--- src/rtl/adc_pipe_code_gen.sv ---
// ---------------------------------------------------------------------------
// adc_pipe_code_gen
//
// Stimulus source for the pipeline ADC back-end. It takes a target output code
// D, either from code_i or from an internal ramp counter. It splits D into
// redundant per-stage codes and presents them time-skewed, so that stage k
// appears k cycles after stage 0. It also emits D, delayed so that it lines up
// with the encoder output, as an expected value for self-test.
//
// Ports
//   clock_i        system clock, rising edge
//   reset_i        synchronous active-high reset
//   enable_i       allows new samples to be accepted
//   src_sel_i      0 = external code_i, 1 = internal ramp counter
//   redund_i       0 = greedy decomposition, 1 = redundancy-exercising
//   code_i         external target code
//   code_valid_i   external code valid
//   code_ready_o   external code accepted when code_valid_i is also high
//   d_stage_o      stage codes, slice k = [k*NUM_BITS_PER_STAGE +: NUM_BITS_PER_STAGE]
//   d_last_stage_o final flash stage code
//   exp_code_o     expected encoder output
//   exp_valid_o    exp_code_o valid this cycle
// ---------------------------------------------------------------------------
module adc_pipe_code_gen #(
    parameter int NUM_BITS           = 3,
    parameter int NUM_BITS_PER_STAGE = 2,
    parameter int REDUNDANCY         = 1,
    parameter int BITS_ADC_STAGE     = 1,
    parameter int RAMP_STEP          = 1,
    localparam int M                 = NUM_BITS_PER_STAGE - REDUNDANCY,
    localparam int NUM_STAGES        = (NUM_BITS - BITS_ADC_STAGE) / M
) (
    input  logic                                     clock_i,
    input  logic                                     reset_i,
    input  logic                                     enable_i,
    input  logic                                     src_sel_i,
    input  logic                                     redund_i,
    input  logic [NUM_BITS-1:0]                      code_i,
    input  logic                                     code_valid_i,
    output logic                                     code_ready_o,
    output logic [NUM_BITS_PER_STAGE*NUM_STAGES-1:0] d_stage_o,
    output logic [BITS_ADC_STAGE-1:0]                d_last_stage_o,
    output logic [NUM_BITS-1:0]                      exp_code_o,
    output logic                                     exp_valid_o
);

    localparam int NBPS = NUM_BITS_PER_STAGE;
    localparam int DW   = NBPS * NUM_STAGES;
    localparam int CMAX = (1 << NBPS) - 2;

    // Stage weights are powers of two, so the weight is carried as a shift amount.
    function automatic int wshift(input int k);
        return (NUM_STAGES - 1 - k) * M + BITS_ADC_STAGE;
    endfunction

    // Largest value that all stages after k (plus the flash stage) can absorb.
    function automatic int cap(input int k);
        int s;
        s = (1 << BITS_ADC_STAGE) - 1;
        for (int j = k + 1; j < NUM_STAGES; j++) begin
            s = s + CMAX * (1 << wshift(j));
        end
        return s;
    endfunction

    logic                      accept_s;
    logic                      use_redund_s;
    logic [NUM_BITS-1:0]       sample_s;
    logic [NUM_BITS-1:0]       ramp_r;
    logic [DW-1:0]             codes_s;
    logic [BITS_ADC_STAGE-1:0] last_s;
    int                        rem_s;
    int                        cg_s;

    assign code_ready_o = enable_i & ~src_sel_i & ~reset_i;

    // Accept qualification and source selection. Idle slots carry a zero sample.
    always_comb begin
        accept_s     = 1'b0;
        sample_s     = '0;
        use_redund_s = 1'b0;
        if (reset_i || !enable_i) begin
            accept_s = 1'b0;
        end else if (src_sel_i) begin
            accept_s = 1'b1;
        end else begin
            accept_s = code_valid_i;
        end
        if (accept_s) begin
            sample_s     = src_sel_i ? ramp_r : code_i;
            use_redund_s = redund_i;
        end else begin
            sample_s     = '0;
            use_redund_s = 1'b0;
        end
    end

    // Decomposition, from the most significant stage down. In redundant mode a
    // stage gives back one unit whenever the later stages can still absorb the
    // larger remainder, so the sum of c_k*w_k plus the last code still equals D.
    always_comb begin
        rem_s   = int'(sample_s);
        cg_s    = 0;
        codes_s = '0;
        for (int k = 0; k < NUM_STAGES; k++) begin
            cg_s = rem_s >> wshift(k);
            cg_s = (cg_s > CMAX) ? CMAX : cg_s;
            cg_s = (use_redund_s && (cg_s > 0) &&
                    (cap(k) >= rem_s - (cg_s << wshift(k)) + (1 << wshift(k))))
                   ? cg_s - 1 : cg_s;
            rem_s = rem_s - (cg_s << wshift(k));
            codes_s[k*NBPS +: NBPS] = cg_s[NBPS-1:0];
        end
        last_s = rem_s[BITS_ADC_STAGE-1:0];
    end

    // Ramp counter: advances once per ramp accept and wraps at 2^NUM_BITS.
    always_ff @(posedge clock_i) begin
        if (reset_i) begin
            ramp_r <= '0;
        end else if (enable_i && src_sel_i) begin
            ramp_r <= ramp_r + NUM_BITS'(RAMP_STEP);
        end else begin
            ramp_r <= ramp_r;
        end
    end

    // Triangular skew: slice k passes through k+1 registers. The first register
    // is the decomposition result captured at the accept edge.
    for (genvar k = 0; k < NUM_STAGES; k++) begin : g_slice
        logic [NBPS-1:0] dly_r [0:k];

        // Delay line for stage k.
        always_ff @(posedge clock_i) begin
            if (reset_i) begin
                for (int i = 0; i <= k; i++) begin
                    dly_r[i] <= '0;
                end
            end else begin
                dly_r[0] <= codes_s[k*NBPS +: NBPS];
                for (int i = 1; i <= k; i++) begin
                    dly_r[i] <= dly_r[i-1];
                end
            end
        end

        assign d_stage_o[k*NBPS +: NBPS] = dly_r[k];
    end

    logic [BITS_ADC_STAGE-1:0] last_dly_r [0:NUM_STAGES];
    logic [NUM_BITS-1:0]       exp_dly_r  [0:NUM_STAGES+1];
    logic                      vld_dly_r  [0:NUM_STAGES+1];

    // Delay lines for the flash-stage code and the expected code and valid.
    // The expected value trails the flash code by one cycle to match the encoder.
    always_ff @(posedge clock_i) begin
        if (reset_i) begin
            for (int i = 0; i <= NUM_STAGES; i++) begin
                last_dly_r[i] <= '0;
            end
            for (int i = 0; i <= NUM_STAGES + 1; i++) begin
                exp_dly_r[i] <= '0;
                vld_dly_r[i] <= 1'b0;
            end
        end else begin
            last_dly_r[0] <= last_s;
            exp_dly_r[0]  <= sample_s;
            vld_dly_r[0]  <= accept_s;
            for (int i = 1; i <= NUM_STAGES; i++) begin
                last_dly_r[i] <= last_dly_r[i-1];
            end
            for (int i = 1; i <= NUM_STAGES + 1; i++) begin
                exp_dly_r[i] <= exp_dly_r[i-1];
                vld_dly_r[i] <= vld_dly_r[i-1];
            end
        end
    end

    assign d_last_stage_o = last_dly_r[NUM_STAGES];
    assign exp_code_o     = exp_dly_r[NUM_STAGES+1];
    assign exp_valid_o    = vld_dly_r[NUM_STAGES+1];

endmodule

--- config.mk ---
export PLATFORM = sky130hd
export DESIGN_NAME = adc_pipe_code_gen
export DESIGN_NICKNAME = d
export VERILOG_FILES = /design/src/rtl/adc_pipe_code_gen.sv
export SDC_FILE = /design/constraint.sdc
export NUM_CORES = 1
export LEC_CHECK = 0
export ABC_CLOCK_PERIOD_IN_PS = 3600
export BUFFER_PORTS_ARGS = -buffer_cell sky130_fd_sc_hd__buf_4
export CORE_MARGIN = 2
export CORE_UTILIZATION = 50
export CTS_BUF_LIST = sky130_fd_sc_hd__clkbuf_8
export DETAILED_ROUTE_END_ITERATION = 10
export GPL_ROUTABILITY_DRIVEN = 0
export PLACE_DENSITY = 0.74
export SLEW_MARGIN = 20
export SYNTH_ARGS = -nofsm -noshare
export SYNTH_HDL_FRONTEND = slang
export SYNTH_SLANG_ARGS = --single-unit
--- constraint.sdc ---
create_clock -name clock_i -period 3.6 [get_ports clock_i]
set_input_delay 0.18 -clock clock_i [delete_from_list [all_inputs] [get_ports clock_i]]
set_output_delay 0.18 -clock clock_i [all_outputs]
set_load 0.02 [all_outputs]
==> results.py <==
metrics = {
    "flow_run": {
        "cap_violations": 0,
    },
    "placement": {
        "portBuffers": 18,
        "dp_hpwl_mm": 2.05,
        "dpl_cell_area_mm2": 0.00164,
        "placedCellCount": 203,
    },
    "timing": {
        "max_freq_ghz": 0.292,
        "fin_hold_ws_ns": 0.236,
        "slew_violations": 0,
        "fin_worst_skew_ns": 0.000963,
        "setup_violations": 0,
        "finalSetupTns_ns": 0,
        "period_share_pct": 95.1,
        "hold_violations": 0,
        "min_period_ns": 3.42,
    },
    "routing": {
        "wire_per_inst_um": 12.5,
        "num_vias": 1080,
        "wl_mm": 2.63,
        "drc": 0,
        "first_pass_iters": 3,
        "drtIter0Drc": 14,
        "vias_per_cell": 5.12,
        "final_antenna_net_count": 0,
    },
    "clocking": {
        "clk_latency_ns": 0.26,
        "hold_buffers": 0,
        "cts_root_buf": "clkbuf_8",
        "numCtsBuffers": 3,
        "cts_buffer_depth": 2,
        "cts-htree-levels": 1,
        "clock_sinks": 25,
        "clk_pin_slew_ns": 0.08,
        "cts_tree": "done",
    },
    "logic_synthesis": {
        "yosysTopAreaCell": "dfxtp_1",
        "ys_seq_area_share_pct": 37.2,
        "synthTopCellsByArea": "dfxtp_1, ha_1, nor2b_1",
        "synthTopCellsByCount": "dfxtp_1, ha_1, nor2b_1",
        "synth_cells": 140,
        "postSynth.asyncResetShare_pct": 0,
        "synth_edf_count": 0,
        "ys_dominant_reg_cell": "dfxtp_1",
        "syn_avg_cell_area_um2": 9.60,
        "ys_warn_count": 0,
        "syn_area_mm2": 0.00134,
        "synth_cell_types": 41,
        "synth_most_common_cell": "dfxtp_1",
        "synth_seq_cells": 25,
        "synth_top_area_share_pct": 37.2,
    },
    "critical_path": {
        "required_ns": 3.75,
        "worst-path-max-fanout": 3,
        "end_kind": "flop",
        "path_cells": "inv_1, a32oi_1, nor2_1, buf_4, ha_2, ha_4, nand2_2, nor3_4, o21bai_4, nor2_2, fa_2, nand2_2, o21ai_0, ha_1, nor4_2, o21ai_1, nor3b_2, a41oi_2, xnor2_1",
        "max_stage_delay_ns": 0.38,
        "crit_type": "reg -> reg",
        "cp_top_family": "adder cells",
        "critPathSlowestCell": "fa_2",
        "cpMostUsedCell": "nand2_2",
        "crit_buf_inv": 2,
        "cp-start-kind": "flop",
        "arrival_ns": 3.58,
    },
    "power_and_ir_drop": {
        "total_leakage_power_uw": 0.000772,
        "ir_drop_mv": 0.298,
        "power_per_cell_area_mw_per_mm2": 295,
    },
    "finish": {
        "postLayoutCellArea_mm2": 0.00177,
        "finalNetCount": 207,
        "fin_cells": 211,
        "diodes": 0,
        "syn_to_final_growth_pct": 32.0,
        "drive_gt1_share_pct": 39.2,
        "fin_util_pct": 70.3,
    },
    "die": {
        "die_area_mm2": 0.00312,
        "die_y_um": 55.8,
        "placementRows": 18,
        "fp.dieW_um": 55.8,
        "start_util_pct": 53.3,
        "core-area_mm2": 0.00252,
        "ioPinCount": 19,
    },
    "global_routing": {
        "grt_max_degree": 20,
        "grt_remaining_overflow": 0,
        "grt_pass1_vias": 1103,
        "grt_pass1_wl_mm": 4.52,
        "grt_usage_pct": 17.5,
        "antenna_found_initial": 0,
    },
    "outcome": {
        "status": "finished clean",
    },
    "worst_hold_path": {
        "min-delay-path-class": "in -> reg",
    },
}
final cells by class:
type / count / area [µm²]
Sequential cell: 25 / 503
Tap cell: 30 / 37.5
Inverter: 7 / 26.3
Clock inverter: 1 / 3.75
Timing Repair Buffer: 42 / 315
Multi-Input combinational cell: 103 / 847
Clock buffer: 3 / 41.3
Fill cell: 190 / 748
per-layer routing:
layer / share of wire, % / vias to the layer above / routed length [µm] / global-route usage, %
met5: 0 / - / 0 / 0
met4: 0.57 / 0 / 15 / 4.08
met3: 2.3 / 2 / 60 / 2.79
met2: 53 / 21 / 1400 / 33.7
met1: 44 / 502 / 1160 / 20.1
li1: - / 555 / - / -
logic make-up after synthesis:
family	count (synthesis)	synth area share, %
other	2	0.559
AO/OA/AOI/OAI	22	14.6
XOR/XNOR	3	1.96
AND/OR/NAND/NOR	58	24.7
flip-flops	25	37.2
buffers and inverters	13	4.75
adder cells (fa/ha/maj)	16	15.5
multiplexers	1	0.745
metrics by stage:
stage | worst slack, ns | power, µW
2_1_floorplan | 0.0178 | 336
3_3_place_gp | -0.0311 | 363
3_5_place_dp | -0.193 | 367
4_1_cts | 0.0634 | 521
5_1_grt | -0.0263 | 550
6_report | 0.175 | 523
final timing paths:
check        slack, ns          from                endpoint  cells after the start
max               0.18     ramp_r[1]  g_slice[1].dly_r[0][0]                     19
min reg2reg       0.44  vld_dly_r[0]            vld_dly_r[1]                      1
max reg2reg       0.18     ramp_r[1]  g_slice[1].dly_r[0][0]                     19
min               0.24      enable_i               ramp_r[1]                      3
sequential cells by signal (all words and copies together), names as in the netlist:
name,flops
g_slice.dly_r,6
vld_dly_r,4
ramp_r,3
exp_dly_r,12
tightest hold or removal path: cells and delay by family:
| family | cells | cell delay (ns) |
|---|---|---|
| buf+inv | 1 | 0.14 |
| simple gates | 1 | 0.08 |
| compound gates | 1 | 0.06 |
layout by cell type, fill, tap and decap left out, types with 3 or more instances in the layout:
cell type / instances
buf_4: 42
o31ai_1: 3
conb_1: 3
clkbuf_8: 3
nand2b_1: 4
a21oi_1: 3
dfxtp_1: 23
ha_1: 12
nor2_1: 10
nand3_1: 3
nor2b_1: 14
inv_1: 8
nand2_1: 9
report_power, final:
part | internal (µW) | switching [µW]
registers | 282 | 2.22
logic | 41.2 | 43.1
clock network | 76.1 | 77.9
total | 399 | 123
what timing repair did:
item	4_1_cts	5_1_grt
endpoints found under the setup margin	2	2
resized for setup	9	5
setup buffers	2	2
pin swaps	11	10
Note: power is estimated with default switching activity, not from simulation.
